`config.mk`:
```
export PLATFORM = sky130hd
export DESIGN_NAME = apb_master_ctrl
export DESIGN_NICKNAME = d
export VERILOG_FILES = /design/src/rtl/apb_master_ctrl.sv
export SDC_FILE = /design/constraint.sdc
export NUM_CORES = 1
export LEC_CHECK = 0
export ABC_AREA = 1
export CELL_PAD_IN_SITES_DETAIL_PLACEMENT = 0
export CELL_PAD_IN_SITES_GLOBAL_PLACEMENT = 1
export CORE_MARGIN = 2
export CORE_UTILIZATION = 27
export CTS_CLUSTER_SIZE = 16
export DETAILED_ROUTE_END_ITERATION = 7
export PLACE_DENSITY_LB_ADDON = 0.1
export SYNTH_ARGS = -nofsm -noshare
export SYNTH_HDL_FRONTEND = slang
export SYNTH_SLANG_ARGS = --single-unit
```
`constraint.sdc`:
```
create_clock -name hclk -period 1.6 [get_ports hclk]
set_clock_uncertainty 0.05 [all_clocks]
set_input_delay 0.16 -clock hclk [delete_from_list [all_inputs] [get_ports hclk]]
set_output_delay 0.16 -clock hclk [all_outputs]
set_load 0.1 [all_outputs]
```
`src/rtl/apb_master_ctrl.sv`:
```
// apb_master_ctrl: single-request APB master sequencer for the AHB-APB bridge.
// Decodes the slave from addr[31:26], runs IDLE->SETUP->ENABLE, returns rdata/err.
// Optional feature macro APB_WAIT_EN: honour pready with a 4-bit wait counter and
// TIMEOUT abort. Without it, pready is ignored and ENABLE lasts exactly one cycle.
module apb_master_ctrl #(
  parameter int unsigned ADDR_W    = 32,
  parameter int unsigned DATA_W    = 32,
  parameter logic [31:0] SLV0_BASE = 32'h8000_0000,
  parameter logic [31:0] SLV1_BASE = 32'h8400_0000,
  parameter logic [31:0] SLV2_BASE = 32'h8800_0000,
  parameter int unsigned TIMEOUT   = 15
) (
  input  logic              hclk,
  input  logic              hreset,
  input  logic              req_valid,
  output logic              req_ready,
  input  logic              req_write,
  input  logic [ADDR_W-1:0] req_addr,
  input  logic [DATA_W-1:0] req_wdata,
  output logic              rsp_valid,
  output logic [DATA_W-1:0] rsp_rdata,
  output logic              rsp_err,
  output logic              pwrite,
  output logic [2:0]        psel,
  output logic              penable,
  output logic [ADDR_W-1:0] paddr,
  output logic [DATA_W-1:0] pwdata,
  input  logic [DATA_W-1:0] prdata,
  input  logic              pready
);

  typedef enum logic [1:0] {IDLE, SETUP, ENABLE} state_t;

  state_t            state, state_nxt;
  logic              req_ready_nxt, rsp_valid_nxt, rsp_err_nxt;
  logic [DATA_W-1:0] rsp_rdata_nxt;
  logic              pwrite_nxt, penable_nxt;
  logic [2:0]        psel_nxt, hit;
  logic [ADDR_W-1:0] paddr_nxt;
  logic [DATA_W-1:0] pwdata_nxt;
  logic              fin, tmo;

`ifdef APB_WAIT_EN
  logic [3:0] wait_cnt, wait_cnt_nxt, wait_inc;
`else
  logic unused_pready;
  assign unused_pready = pready;
`endif

  // One-hot slave select from the 64 MB region index in addr[31:26]
  function automatic logic [2:0] decode(input logic [ADDR_W-1:0] a);
    decode = 3'b000;
    if (a[31:26] == SLV0_BASE[31:26]) decode = 3'b001;
    else if (a[31:26] == SLV1_BASE[31:26]) decode = 3'b010;
    else if (a[31:26] == SLV2_BASE[31:26]) decode = 3'b100;
  endfunction

  // State and registered outputs
  always_ff @(posedge hclk) begin
    if (hreset) begin
      state     <= IDLE;
      req_ready <= 1'b1;
      rsp_valid <= 1'b0;
      rsp_rdata <= '0;
      rsp_err   <= 1'b0;
      pwrite    <= 1'b0;
      psel      <= 3'b000;
      penable   <= 1'b0;
      paddr     <= '0;
      pwdata    <= '0;
`ifdef APB_WAIT_EN
      wait_cnt  <= 4'd0;
`endif
    end else begin
      state     <= state_nxt;
      req_ready <= req_ready_nxt;
      rsp_valid <= rsp_valid_nxt;
      rsp_rdata <= rsp_rdata_nxt;
      rsp_err   <= rsp_err_nxt;
      pwrite    <= pwrite_nxt;
      psel      <= psel_nxt;
      penable   <= penable_nxt;
      paddr     <= paddr_nxt;
      pwdata    <= pwdata_nxt;
`ifdef APB_WAIT_EN
      wait_cnt  <= wait_cnt_nxt;
`endif
    end
  end

  // Next-state and next-output logic
  always_comb begin
    state_nxt     = state;
    req_ready_nxt = 1'b0;
    rsp_valid_nxt = 1'b0;
    rsp_rdata_nxt = '0;
    rsp_err_nxt   = 1'b0;
    pwrite_nxt    = pwrite;
    psel_nxt      = psel;
    penable_nxt   = penable;
    paddr_nxt     = paddr;
    pwdata_nxt    = pwdata;
    hit           = decode(req_addr);
    fin           = 1'b0;
    tmo           = 1'b0;
`ifdef APB_WAIT_EN
    wait_cnt_nxt  = wait_cnt;
    wait_inc      = wait_cnt + 4'd1;
`endif

    case (state)
      IDLE: begin
        req_ready_nxt = 1'b1;
        psel_nxt      = 3'b000;
        penable_nxt   = 1'b0;
        if (req_valid && req_ready) begin
          if (|hit) begin
            state_nxt     = SETUP;
            req_ready_nxt = 1'b0;
            psel_nxt      = hit;
            pwrite_nxt    = req_write;
            paddr_nxt     = req_addr;
            pwdata_nxt    = req_wdata;
`ifdef APB_WAIT_EN
            wait_cnt_nxt  = 4'd0;
`endif
          end else begin
            rsp_valid_nxt = 1'b1;
            rsp_err_nxt   = 1'b1;
          end
        end
      end
      SETUP: begin
        state_nxt   = ENABLE;
        penable_nxt = 1'b1;
      end
      ENABLE: begin
`ifdef APB_WAIT_EN
        if (pready) fin = 1'b1;
        else if (wait_inc == 4'(TIMEOUT)) tmo = 1'b1;
        else wait_cnt_nxt = wait_inc;
`else
        fin = 1'b1;
`endif
        if (fin || tmo) begin
          state_nxt     = IDLE;
          req_ready_nxt = 1'b1;
          psel_nxt      = 3'b000;
          penable_nxt   = 1'b0;
          rsp_valid_nxt = 1'b1;
          rsp_err_nxt   = tmo;
          rsp_rdata_nxt = (fin && !pwrite) ? prdata : '0;
        end
      end
      default: state_nxt = IDLE;
    endcase
  end

endmodule
```
# Word-level counts from Yosys, hierarchy flattened
# Index checks and enable logic that the tools add are counted.
[op_classes] eq_ne=7 n_mux=15 n_bitwise=2 reduce_logical=10
[op_table] operator="6-bit == test, second input constant" n=3
[op_table] operator="3-bit 2-to-1 mux" n=5
[op_table] operator="1-bit one-hot mux with 2 select lines" n=3
[op_table] operator="3-bit one-hot mux with 2 select lines" n=1
[op_table] operator="3-bit OR reduction" n=2
[op_table] operator="2-bit 2-to-1 mux" n=2
[op_table] operator="2-bit inequality test, second input constant" n=2
[op_table] operator="2-bit one-hot mux with 2 select lines" n=1
[op_table] operator="2-bit nonzero test" n=2
[op_table] operator="2-bit OR reduction" n=2
[op_table] operator="1-bit 2-to-1 mux" n=3
[op_table] operator="3-bit AND reduction" n=1
[op_table] operator="2-bit by 1-bit == test with 1-bit output, second input constant" n=1
[op_table] operator="2-bit == test, second input constant" n=1
[op_table] operator="2-bit zero test" n=1
[op_table] operator="1-bit inverter" n=2
[op_table] operator="2-bit AND reduction" n=1
[op_table] operator="1-bit logical AND" n=1
[word_totals] ff_bits=106 output_inout_bits=104 wordCells=44

# Logic depth before layout (Yosys ltp)
# Gate-level depths: netlist of run 1.
[logic_depth] ltp_word=8 mapped_depth=9

# Worst setup path before layout of run 1
# OpenSTA, ideal clock, no wires.
[synth_timing] path_type="flip-flop to flip-flop" startpoint="register req_ready" endpoint="register paddr[0]" setup_time_ps=66 t_arrival_ps=1919 t_required_ps=1484 slack_ps=-435 path_stages_with_launch=7 synth_period_minus_slack_ps=2035 path_cell_list="dfxtp_1 > nand2_1 > nor3_2 > buf_4 > buf_2 > a21oi_1 > nor2_1"
[synth_between] elab_chain_cells=2
[synth_rtl] item="start, declared" line_no="16" text="output logic req_ready,"
[synth_rtl] item="start signal, assigned" line_no="76" text="req_ready <= req_ready_nxt;"
[synth_rtl] item="1-bit logical AND" line_no="116" text="if (req_valid && req_ready) begin"
[synth_rtl] item="3-bit AND reduction (no line)"
[synth_rtl] item="end signal, assigned" line_no="83" text="paddr <= paddr_nxt;"
[synth_rtl] item="end, declared" line_no="26" text="output logic [ADDR_W-1:0] paddr,"
# Every way passes these cells.
# A chain may end at the register's enable or synchronous reset.

# Worst setup path after layout of run 1
[layout_timing] startpoint="input req_addr[31]" endpoint="register paddr[28]"
[layout_between] elab_chain_cells=6 word_cells_on_any_way=8 classes_between="eq/ne: 3; mux: 3; reduce/logical: 2"
[layout_rtl] item="start, declared" line_no="18" text="input logic [ADDR_W-1:0] req_addr,"
[layout_rtl] item="6-bit == test" line_no="55" text="else if (a[31:26] == SLV2_BASE[31:26]) decode = 3'b100;"
[layout_rtl] item="3-bit 2-to-1 mux" line_no="55"
[layout_rtl] item="3-bit 2-to-1 mux" line_no="54" text="else if (a[31:26] == SLV1_BASE[31:26]) decode = 3'b010;"
[layout_rtl] item="3-bit 2-to-1 mux (*)" line_no="53" text="if (a[31:26] == SLV0_BASE[31:26]) decode = 3'b001;"
[layout_rtl] item="3-bit OR reduction (*)" line_no="117" text="if (|hit) begin"
[layout_rtl] item="3-bit AND reduction (no line) (*)"
# Every way passes the cells marked *; elsewhere a longest branch is shown, timed or not.

==> out/summary.md, run 1 <==
After synthesis, the cell types taking the most area are sky130_fd_sc_hd__dfxtp_1, sky130_fd_sc_hd__inv_1, sky130_fd_sc_hd__nand3_1, sky130_fd_sc_hd__a21oi_1, sky130_fd_sc_hd__nor2_1. The starting DRC count in detailed routing came out at 188. The sequential element share of the synthesized area was 0.513.

The proportion of synthesized area in mux cells came out at 0. The type of the worst setup path was in -> reg. At the end of routability-driven placement, the weighted congestion stood at 0.706.

Wires add up to 11700 µm. The sequential power share came out at 0.443. The power per standard cell area works out to 781 nW/µm². The Yosys step of the flow raised 0 warnings.

Dividing the detail-routed wire length by the instance count gives 12.4 µm. For the worst-skew pair, the clock arrives at the later sink with an insertion delay of 340 ps. Setup violations remaining at the end of the flow were counted as 0. The post-synthesis share of cell area spent on xor and xnor gates came out at 0. Setup repair after global routing left no endpoint under its margin.

The die area was 16300 µm²; the post-place setup slack was -198 ps. The net count of the mapped netlist was 656; the power spent charging and discharging nets was 1.59 mW. Entering global routing, the biggest net connects 64 pins.

The cell type contributing the most total cell area after synthesis was sky130_fd_sc_hd__dfxtp_1. The placed instances occupy a cell area of 7490 µm². The most repeated cell in the gate-level netlist after synthesis was sky130_fd_sc_hd__dfxtp_1.

The run gives 7820 µm² as the design area. The period utilization is 0.906. Final core area utilization: 0.518.

Subtracting the final worst setup slack from the clock period gives 1450 ps. The portion of total power attributed to the clock network was 0.397; the maximum net fanout on the critical path was 43. For the cell-internal power, the log shows 4.51 mW. The nature of the critical path endpoint was a register. For the H-tree level count, the log shows 3. The cell with the largest stage delay on the worst path was sky130_fd_sc_hd__clkdlybuf4s50_1. Fill cell total of the finished layout: 1387. In this run, synthesis inferred 0 flip-flops with an integrated enable. After synthesis, the largest family of logic cells by area is simple AND/OR/NAND/NOR gates. The worst-case IR drop observed on VDD is 0.000582 V.

The synthesized instance count is 555, and the required time of the critical path is 1790 ps. The most used flip-flop cell after synthesis is sky130_fd_sc_hd__dfxtp_1. The share of final-layout standard cells stronger than drive strength 1 was 0.221.

The final max-slew violation count is 0, and the core region area is 15100 µm². Overall power consumption after layout is estimated at 6.10 mW. Data arrival at the endpoint of the critical path: 1640 ps. Headroom to the max-slew limit: 0.803. After synthesis the cells add up to 4130 µm².

For the number of core rows, the log shows 45. Kind of start point of the critical path: an input port. For the number of inserted diodes, the log shows 0.

The die is 128 µm wide. TritonCTS built the clock tree. The synthesis-to-layout area growth was 89.0%.

The clock-pin slew on the worst setup and hold paths is 70 ps. The critical path goes through clkdlybuf4s50_1 -> inv_1 -> nor2_1 -> nand3_1 -> nand2_4 -> buf_12 -> nand2_1 -> nand2_1 -> nor2_1. For the leakage power of the design, the log shows 3.41 nW. The length of the first detailed-routing pass in iterations is 4. The tree is rooted in a sky130_fd_sc_hd__clkbuf_16.

The tools report the CTS sink count as 106. The hold violation count in the final report was 0. Counting distinct cell types in the post-synthesis netlist gives 20. The logs give 0 for the total of hold buffers inserted after clock tree synthesis and 8540 µm for the half-perimeter wire length after placement. The via count of the first global-routing pass was 3882; the global route total overflow was 0. Ranked by instance count, the synthesized netlist is headed by sky130_fd_sc_hd__dfxtp_1, sky130_fd_sc_hd__inv_1, sky130_fd_sc_hd__nor2_1.

The run finished with clean final reports. Once detail routing completed, the nets flagged for antenna violations numbered 0. The switching fraction of total power is 0.261. After the last flow step, the layout net total stands at 852.

Synthesis inferred 106 register bits. Starting density of the core: 0.274. After routing, the total negative slack on setup checks comes to 0 ps. Number of max-cap violations: 0. The largest single stage delay on the critical path is 450 ps. The path class of the tightest hold or removal check is in -> reg. The combinational power share was 0.159; the post-route DRC violation count was 0. For the aggregate global-route resource usage, the log shows 0.147.

The area share of fa/ha/maj cells after synthesis was 0. The average instance in the mapped netlist occupies 7.45 µm². The peak clock frequency supported by timing is 690 MHz, and the measured slew at the worst slew-check pin is 295 ps. After detailed routing, the number of vias per cell comes to 4.23. The fraction of registers with async set or reset after synthesis came out at 0.

In this run, CTS created clock tree buffers numbering 9. Simple-gate share of the synthesized area: 0.258. The initial antenna violation count is 0. The post-synthesis compound-gate area fraction is 0.0826, and the port buffer count is 203. The tools report the global-route wire length before repair as 18900 µm. Pin placement for this block handled 205 I/O pins.

The area fraction of the dominant cell type after synthesis is 0.513, and the count of vias placed by the detailed router is 3996. The clock passes through at most 2 buffers. The worst path meets setup with 150 ps of slack. The die is 128 µm tall.
==> critical path: cells and delay by family <==
kind / cells / cell delay [ps]
buffers and inverters: 3 / 700
AND/OR/NAND/NOR: 6 / 760
==> timing repair <==
| action | CTS | global route |
|---|---|---|
| setup buffers | 0 | 0 |
| setup endpoints to repair | 0 | 2 |
| gates resized for setup | 0 | 1 |
==> cells in the final DEF (no fill, tap or decap) <==
master | netlist | routed
sky130_fd_sc_hd__bufinv_16 | 0 | 2
sky130_fd_sc_hd__inv_6 | 0 | 1
sky130_fd_sc_hd__inv_2 | 1 | 1
sky130_fd_sc_hd__clkdlybuf4s50_1 | 0 | 99
sky130_fd_sc_hd__nor3_4 | 0 | 1
sky130_fd_sc_hd__clkbuf_16 | 0 | 9
sky130_fd_sc_hd__or3_1 | 1 | 1
sky130_fd_sc_hd__o21ai_0 | 4 | 4
sky130_fd_sc_hd__a31oi_1 | 1 | 1
sky130_fd_sc_hd__dfxtp_4 | 0 | 1
sky130_fd_sc_hd__nand2_1 | 73 | 72
sky130_fd_sc_hd__a21oi_1 | 63 | 63
sky130_fd_sc_hd__buf_4 | 11 | 10
sky130_fd_sc_hd__dfxtp_2 | 0 | 1
sky130_fd_sc_hd__nor2_1 | 82 | 81
sky130_fd_sc_hd__inv_1 | 97 | 97
sky130_fd_sc_hd__nor2_2 | 21 | 22
sky130_fd_sc_hd__nand3_1 | 64 | 64
sky130_fd_sc_hd__nor3_1 | 2 | 2
sky130_fd_sc_hd__dfxtp_1 | 106 | 104
sky130_fd_sc_hd__inv_4 | 1 | 1
sky130_fd_sc_hd__nand4_1 | 1 | 1
sky130_fd_sc_hd__buf_12 | 0 | 113
sky130_fd_sc_hd__clkinv_4 | 0 | 2
sky130_fd_sc_hd__nand2_4 | 0 | 1
sky130_fd_sc_hd__clkinvlp_4 | 0 | 2
==> final timing paths <==
check | end | startpoint | cells after the start | slack [ps]
setup / recovery | paddr[28] | req_addr[31] | 9 | 150
hold / removal | rsp_rdata[22] | prdata[22] | 3 | 290
setup reg to reg | pwrite | req_ready | 7 | 230
hold reg to reg | paddr[28] | paddr[28] | 2 | 440
==> routing by layer <==
metal	up-vias	track usage	part of all wire
li1	2082	-	-
met1	1766	0.180	0.46
met2	131	0.243	0.46
met3	17	0.0413	0.064
met4	0	0.0601	0.022
met5	-	0	0
==> final cells by class <==
class / count / area [µm²] / share of cell area
Timing Repair Buffer: 222 / 3330 / 0.426
Sequential cell: 106 / 2130 / 0.272
Multi-Input combinational cell: 313 / 1420 / 0.182
Inverter: 99 / 374 / 0.0479
Tap cell: 188 / 235 / 0.0301
Clock buffer: 9 / 225 / 0.0288
Clock inverter: 7 / 101 / 0.0130
==> through the flow <==
stage               instances  hold WS, ps
finish                    944          286
detailed placement        928          424
global route              944          282
floorplan                 555          222
global placement          928          424
CTS                       944          270
==> state kept, by name (all words and copies together) (netlist names) <==
name,flops
rsp_rdata,32
rsp_err,1
pwrite,1
psel,3
rsp_valid,1
paddr,32
penable,1
req_ready,1
state,2
pwdata,32
==> cell families (layout without fill, tap and decap cells) <==
| kind of cell | Yosys count | count (layout) |
|---|---|---|
| DFF | 106 | 106 |
| buffers and inverters | 136 | 337 |
| AOI/OAI and AO/OA | 68 | 68 |
| and+or+nand+nor | 245 | 245 |
==> power by group through the flow <==
stage	sequential [mW]	clock [mW]	combinational [mW]
after floorplan	3.00	0	0.249
after global placement	2.77	0	0.973
after detailed placement	2.77	0	0.980
after CTS	2.71	2.53	0.984
after global routing	2.71	2.62	1.04
final	2.71	2.42	0.973
(Power assumes the default switching activity.)
==> run 2: changes to the inputs <==
--- a/config.mk
+++ b/config.mk
@@ -6,6 +6,7 @@
 export NUM_CORES = 1
 export LEC_CHECK = 0
 export ABC_AREA = 1
+export ABC_CLOCK_PERIOD_IN_PS = 1600
 export CELL_PAD_IN_SITES_DETAIL_PLACEMENT = 0
 export CELL_PAD_IN_SITES_GLOBAL_PLACEMENT = 1
 export CORE_MARGIN = 2
==> constraint.sdc (replaced) <==
create_clock -name hclk -period 1.6 [get_ports hclk]
set_clock_uncertainty 0.05 [all_clocks]
set_input_delay 0.16 -clock hclk [delete_from_list [all_inputs] [get_ports hclk]]
set_output_delay 0.16 -clock hclk [all_outputs]
set_load 0.01 [all_outputs]
==> run 2 against run 1 <==
Non-clock buffer count is 5 higher. Combinational power fell by 31%. Sequential share of layout area grew 4.1 points. First-iteration DRC count shrank 23%. Count of clock-buffer cells in the layout grew 1. Sequential power about the same. Critical path depth fell by 8. Clock power is 8% lower.
==> out/summary.md, run 2 (same netlist as run 1, synthesis figures left out) <==
The run gives 205 (unchanged) as the number of primary I/O pins. The final worst setup slack came out at 103 ps (-47.6 ps). The largest registers in the layout are paddr x32, pwdata x32, rsp_rdata x32.

The average routed wire per standard cell was 12.2 µm (-2.2%). The aggregate global-route resource usage came out at 0.140 (-0.00698). The post-place setup slack came out at -187 ps (+11.1 ps). The design area is 6790 µm² (-13%), and the number of cells on the worst reg-to-reg path is 4 (-3).

The post-route non-filler standard cell count came out at 949 (+0.53%). Setup repair after global routing left no endpoint under its margin. The share of final-layout standard cells stronger than drive strength 1 is 0.0841 (-0.137). The leading cell type in the layout, fill and taps excluded was sky130_fd_sc_hd__clkdlybuf4s50_1. The tools report the sink of the worst hold path as rsp_rdata[31].

Horizontal die dimension: 128 µm (unchanged). In this run the critical register-to-register path is captured at rsp_rdata[21]. The post-layout minimum cycle time came out at 1500 ps (+47.6 ps). The startpoint identified for the worst register-to-register timing path is state[1]. The H-tree level count was 3 (unchanged).

The logs give 0.716 (+1.3%) for the routability-driven placement congestion ratio and 0 (unchanged) for the number of inserted diodes. Measured slew at the worst slew-check pin: 291 ps (-4.75 ps). The headroom to the max-slew limit is 0.806 (+0.00317).

The worst setup path is launched from a register. The instance count along the most critical hold path is 3 (unchanged). The length of the first detailed-routing pass in iterations is 4 (unchanged), and the final max-slew violation count is 0 (unchanged).

The worst setup path is captured at an output port. The maximum net fanout on the critical path came out at 3 (-93%). The post-route DRC violation count came out at 0 (unchanged).

The worst hold-check path type is in -> reg. The logs give 0.450 (-0.0682) for the final core area utilization and 0 (unchanged) for the post-cts sizing count. Cell with the largest stage delay on the worst path: sky130_fd_sc_hd__clkdlybuf4s50_1. The logs give 8190 µm (-4.1%) for the half-perimeter wire length after placement and 1390 ps (-400 ps) for the required time of the critical path. The run gives 11500 µm (-1.7%) as the total length of routed wires. The core region area was 15100 µm² (unchanged); the count of vias placed by the detailed router was 3909 (-2.2%). The clock-pin slew on the worst setup and hold paths was 70 ps (about the same); the starting density of the core was 0.274 (unchanged). The critical path goes through clkdlybuf4s50_1. The run gives 3665 (-5.6%) as the via count of the first global-routing pass. The run gives 144 (-23%) as the starting DRC count in detailed routing. Critical path buffer and inverter count: 1 (-2).

The kind of cell with the highest combined delay along the critical path is buffers and inverters. The period utilization is 0.936 (+0.0297), and the slack of the worst reg-to-reg path is 240 ps (about the same). The number of max-cap violations was 0 (unchanged); the detailed-route vias per instance was 4.12 (-2.7%). CTS placed an instance of sky130_fd_sc_hd__clkbuf_16 at the clock tree root.

The leakage power of the design is 2.93 nW (-14%), and the power per standard cell area is 824 nW/µm² (+5.5%). Final net count: 857 (+0.59%). The total of hold buffers inserted after clock tree synthesis is 0 (unchanged). For the global-route wire length before repair, the log shows 18200 µm (-4.1%). The logs give 0 (unchanged) for the initial antenna violation count and 0 (unchanged) for the remaining number of nets flagged by the antenna check after routing. The pin count of the biggest net entering global routing was 64 (unchanged).

Compared with the post-synthesis result, the final layout area differs by 64.1%. In this run the most critical hold path is launched from prdata[31]. The die height works out to 128 µm (unchanged). The hold violation count in the final report was 0 (unchanged); the CTS sink count was 106 (unchanged). The tools report the CTS buffer count as 9 (unchanged).

The placed cell count came out at 933 (+0.54%). The data arrival at the endpoint of the critical path was 1290 ps (-350 ps). The number of endpoints failing setup at the final stage is 0 (unchanged). TritonCTS built the clock tree. Maximum number of buffers from clock root to sink: 2 (unchanged). The peak clock frequency supported by timing was 668 MHz (-3.2%). The logs give 6490 µm² (-13%) for the total cell area at the placement stage and 0 (unchanged) for the global route total overflow. The later-pin clock latency in the skew report came out at 340 ps (about the same). The number of core rows was 45 (unchanged); the port buffer count was 203 (unchanged).

Final setup TNS: 0 ps (unchanged). The flow ran to the end, and the final reports show no timing, DRC or antenna violations. The tools report the die area as 16300 µm² (unchanged). Leaving out fill and tap cells, the most frequent cells in the layout are sky130_fd_sc_hd__clkdlybuf4s50_1, sky130_fd_sc_hd__dfxtp_1, sky130_fd_sc_hd__inv_1. The stage delay of the slowest cell on the critical path came out at 580 ps (+130 ps). For the peak ir drop on the vdd network, the log shows 0.000585 V (+0.58%).

The critical path in this run is classified as reg -> out. The number of setup buffers added after CTS is 0 (unchanged).
[run 2: power by group]
part           internal [mW]  switching, mW  total, mW  leakage, nW
logic                  0.392          0.276      0.668         1.94
registers               2.67         0.0177       2.69        0.856
clock network           1.22           1.02       2.23        0.135
[run 2: layout make-up]
cell class,count,area [µm²]
well taps,188,235
clock inverters,6,66.3
repair buffers,227,2340
inverters,99,374
flip-flops and latches,106,2120
fillers,1510,8300
clock buffers,10,229
multi-input cells,313,1420
[run 2: through the flow]
step                      hold WS, ps  power, mW
after floorplan                   222       3.01
after global placement            390       3.42
after detailed placement          388       3.42
after CTS                         274       5.70
after global routing              287       5.85
final                             292       5.59
[run 2: worst reg2reg max path, stage by stage (launching register included)]
cell	delay [ps]
sky130_fd_sc_hd__dfxtp_1	450
sky130_fd_sc_hd__inv_2	70
sky130_fd_sc_hd__or3_1	420
sky130_fd_sc_hd__buf_12	190
sky130_fd_sc_hd__nor2_1	110
[run 2: per-layer routing]
layer  vias to the layer above  share of wire  GRT usage
met5                         -              0          0
met4                         0          0.019     0.0588
met3                        14          0.073     0.0388
met2                       130           0.44      0.221
met1                      1676           0.47      0.179
li1                       2089              -          -
[run 2: worst max-delay path by stage]
stage | from | to | cells past startpoint
2_1_floorplan | req_ready | paddr[19] | 7
3_3_place_gp | req_addr[31] | paddr[28] | 9
3_5_place_dp | req_addr[31] | paddr[30] | 9
4_1_cts | pwrite | pwrite | 1
5_1_grt | pwrite | pwrite | 1
6_report | pwrite | pwrite | 1
==> run 3: changes to the inputs <==
--- a/config.mk
+++ b/config.mk
@@ -9,11 +9,12 @@
 export ABC_CLOCK_PERIOD_IN_PS = 1600
 export CELL_PAD_IN_SITES_DETAIL_PLACEMENT = 0
 export CELL_PAD_IN_SITES_GLOBAL_PLACEMENT = 1
-export CORE_MARGIN = 2
+export CORE_MARGIN = 3
 export CORE_UTILIZATION = 27
 export CTS_CLUSTER_SIZE = 16
 export DETAILED_ROUTE_END_ITERATION = 7
 export PLACE_DENSITY_LB_ADDON = 0.1
+export SLEW_MARGIN = 20
 export SYNTH_ARGS = -nofsm -noshare
 export SYNTH_HDL_FRONTEND = slang
 export SYNTH_SLANG_ARGS = --single-unit
==> run 3 against run 2 <==
Critical path type unchanged. Combinational power grew 0.9%. Utilization grew 1.3 points. Global-route usage shrank 0.30 points. Final area grew 0.55%. Via count grew 1.8%. Non-clock buffer count shrank 4. Fmax grew 0.67%. Clock power grew 10%. Largest cell class unchanged.
==> out/summary.md, run 3 (same netlist as run 1, synthesis figures left out) <==
The slowest stage of the critical path is the sky130_fd_sc_hd__clkdlybuf4s50_1 cell. Peak clock frequency supported by timing: 672 MHz (+0.67%). Port buffer count: 203 (unchanged).

The design area was 6820 µm² (+0.55%). The maximum net fanout on the critical path was 3 (unchanged); the number of inserted diodes was 0 (unchanged). The logs give 0 (unchanged) for the post-cts sizing count and 0 (unchanged) for the final max-slew violation count. The number of setup buffers added after CTS came out at 0 (unchanged).

The logs give 6460 µm² (-0.46%) for the total cell area at the placement stage and 3 (unchanged) for the H-tree level count. The run gives 853 (-0.47%) as the final net count. In the final layout, the registers with the most flip-flops are paddr x32, pwdata x32, rsp_rdata x32.

Post-route DRC violation count: 0 (unchanged). Leaving out fill and tap cells, the most frequent cells in the layout are sky130_fd_sc_hd__clkdlybuf4s50_1, sky130_fd_sc_hd__dfxtp_1, sky130_fd_sc_hd__inv_1. Starting density of the core: 0.280 (+0.00623). The cell sitting at the root of the clock tree is a sky130_fd_sc_hd__clkbuf_16. The run gives 0 (unchanged) as the initial antenna violation count. The hold violation count in the final report was 0 (unchanged); the power per standard cell area was 854 nW/µm² (+3.7%).

The critical path goes through clkdlybuf4s50_1. The tools report the number of primary I/O pins as 205 (unchanged). Length of the first detailed-routing pass in iterations: 4 (unchanged).

The global-route wire length before repair was 18400 µm (+1.6%); the number of max-cap violations was 0 (unchanged). The post-layout minimum cycle time was 1490 ps (-9.92 ps). The total design power is 5.83 mW (+4.2%).

The share of final-layout standard cells stronger than drive strength 1 is 0.0806 (-0.00352). TritonCTS built the clock tree. For the aggregate global-route resource usage, the log shows 0.137 (-0.00298). The starting DRC count in detailed routing came out at 95 (-34%). The area growth from synthesis to layout is 65.0%.

The run gives 0 (unchanged) as the total of hold buffers inserted after clock tree synthesis. The run finished with clean final reports. The period utilization works out to 0.930 (-0.00620). The peak ir drop on the vdd network is 0.000530 V (-9.4%), and the remaining number of nets flagged by the antenna check after routing is 0 (unchanged). The run gives 0 (unchanged) as the number of endpoints failing setup at the final stage. The pin count of the biggest net entering global routing is 45 (-30%).

For the global route total overflow, the log shows 0 (unchanged). Total length of routed wires: 12000 µm (+4.2%). For the routability-driven placement congestion ratio, the log shows 0.740 (+3.5%). The leading cell type in the layout, fill and taps excluded is sky130_fd_sc_hd__clkdlybuf4s50_1. The critical path buffer and inverter count works out to 1 (unchanged). Broken down by cell family, the worst path's largest delay share belongs to buffers and inverters. Die height: 130 µm (+1.6%).

For the fill cell total of the finished layout, the log shows 1485 (-1.7%). The tools report the die area as 16800 µm² (+3.2%). The core region area is 14800 µm² (-2.2%), and the number of core rows is 44 (-2.2%). The later-pin clock latency in the skew report was 340 ps (about the same). Type of the worst setup path: reg -> out.

Setup repair after global routing left no endpoint under its margin. STA classifies the critical path endpoint as an output port. For the count of vias placed by the detailed router, the log shows 3980 (+1.8%). The measured slew at the worst slew-check pin was 249 ps (-41.5 ps). The clock-pin slew on the worst setup and hold paths is 70 ps (about the same). The maximum number of buffers from clock root to sink came out at 2 (unchanged). The CTS sink count was 106 (unchanged); the leakage power of the design was 2.95 nW (+0.62%). The run gives 0.833 (+0.0270) as the headroom to the max-slew limit. Horizontal die dimension: 130 µm (+1.6%). The half-perimeter wire length after placement is 8650 µm (+5.5%), and the average routed wire per standard cell is 12.8 µm (+5.0%). Detailed-route vias per instance: 4.23 (+2.7%). The tools report the data arrival at the endpoint of the critical path as 1280 ps (about the same). The kind of start point of the critical path is a register. The logs give 1390 ps (about the same) for the required time of the critical path and 9 (unchanged) for the CTS buffer count. For the via count of the first global-routing pass, the log shows 3748 (+2.3%). Stage delay of the slowest cell on the critical path: 580 ps (about the same). The min-delay analysis places its worst path in the category in -> reg.
==> run 3: power breakdown <==
group / switching, mW / internal [mW] / total (mW)
sequential: 0.0182 / 2.67 / 2.69
combinational: 0.279 / 0.395 / 0.674
clock: 0.998 / 1.47 / 2.46
total: 1.30 / 4.53 / 5.83
==> run 3: path summary, 6_finish.rpt <==
kind / start / endpoint / slack, ps / depth (start not counted)
max reg2reg: state[0] / rsp_rdata[27] / 230 / 5
max: pwrite / pwrite / 110 / 1
min: prdata[23] / rsp_rdata[23] / 290 / 3
min reg2reg: paddr[28] / paddr[28] / 400 / 2
==> run 3: cell type report <==
type                            instances  area [µm²]  area share
Timing Repair Buffer                  223        2340       0.343
Sequential cell                       106        2120       0.311
Multi-Input combinational cell        313        1420       0.208
Inverter                               99         374      0.0548
Clock buffer                           11         253      0.0370
Tap cell                              184         230      0.0337
Clock inverter                          5        85.1      0.0125
==> run 3: metrics by stage <==
step | setup TNS, ps | utilization | std cells | hold slack (ps) | setup WS (ps)
5_1_grt | 0 | 0.462 | 941 | 278 | 25.4
3_5_place_dp | -10650 | 0.438 | 924 | 384 | -244
2_1_floorplan | 0 | - | 555 | 222 | 279
6_report | 0 | 0.462 | 941 | 289 | 113
4_1_cts | 0 | 0.461 | 940 | 268 | 73.3
3_3_place_gp | -7960 | 0.438 | 924 | 385 | -174
==> run 3: routing by layer <==
metal,GRT usage,part of all wire,vias to the layer above
met5,0,0,-
met1,0.158,0.44,1767
li1,-,-,2082
met3,0.0581,0.081,7
met4,0.0342,0.010,0
met2,0.233,0.47,124
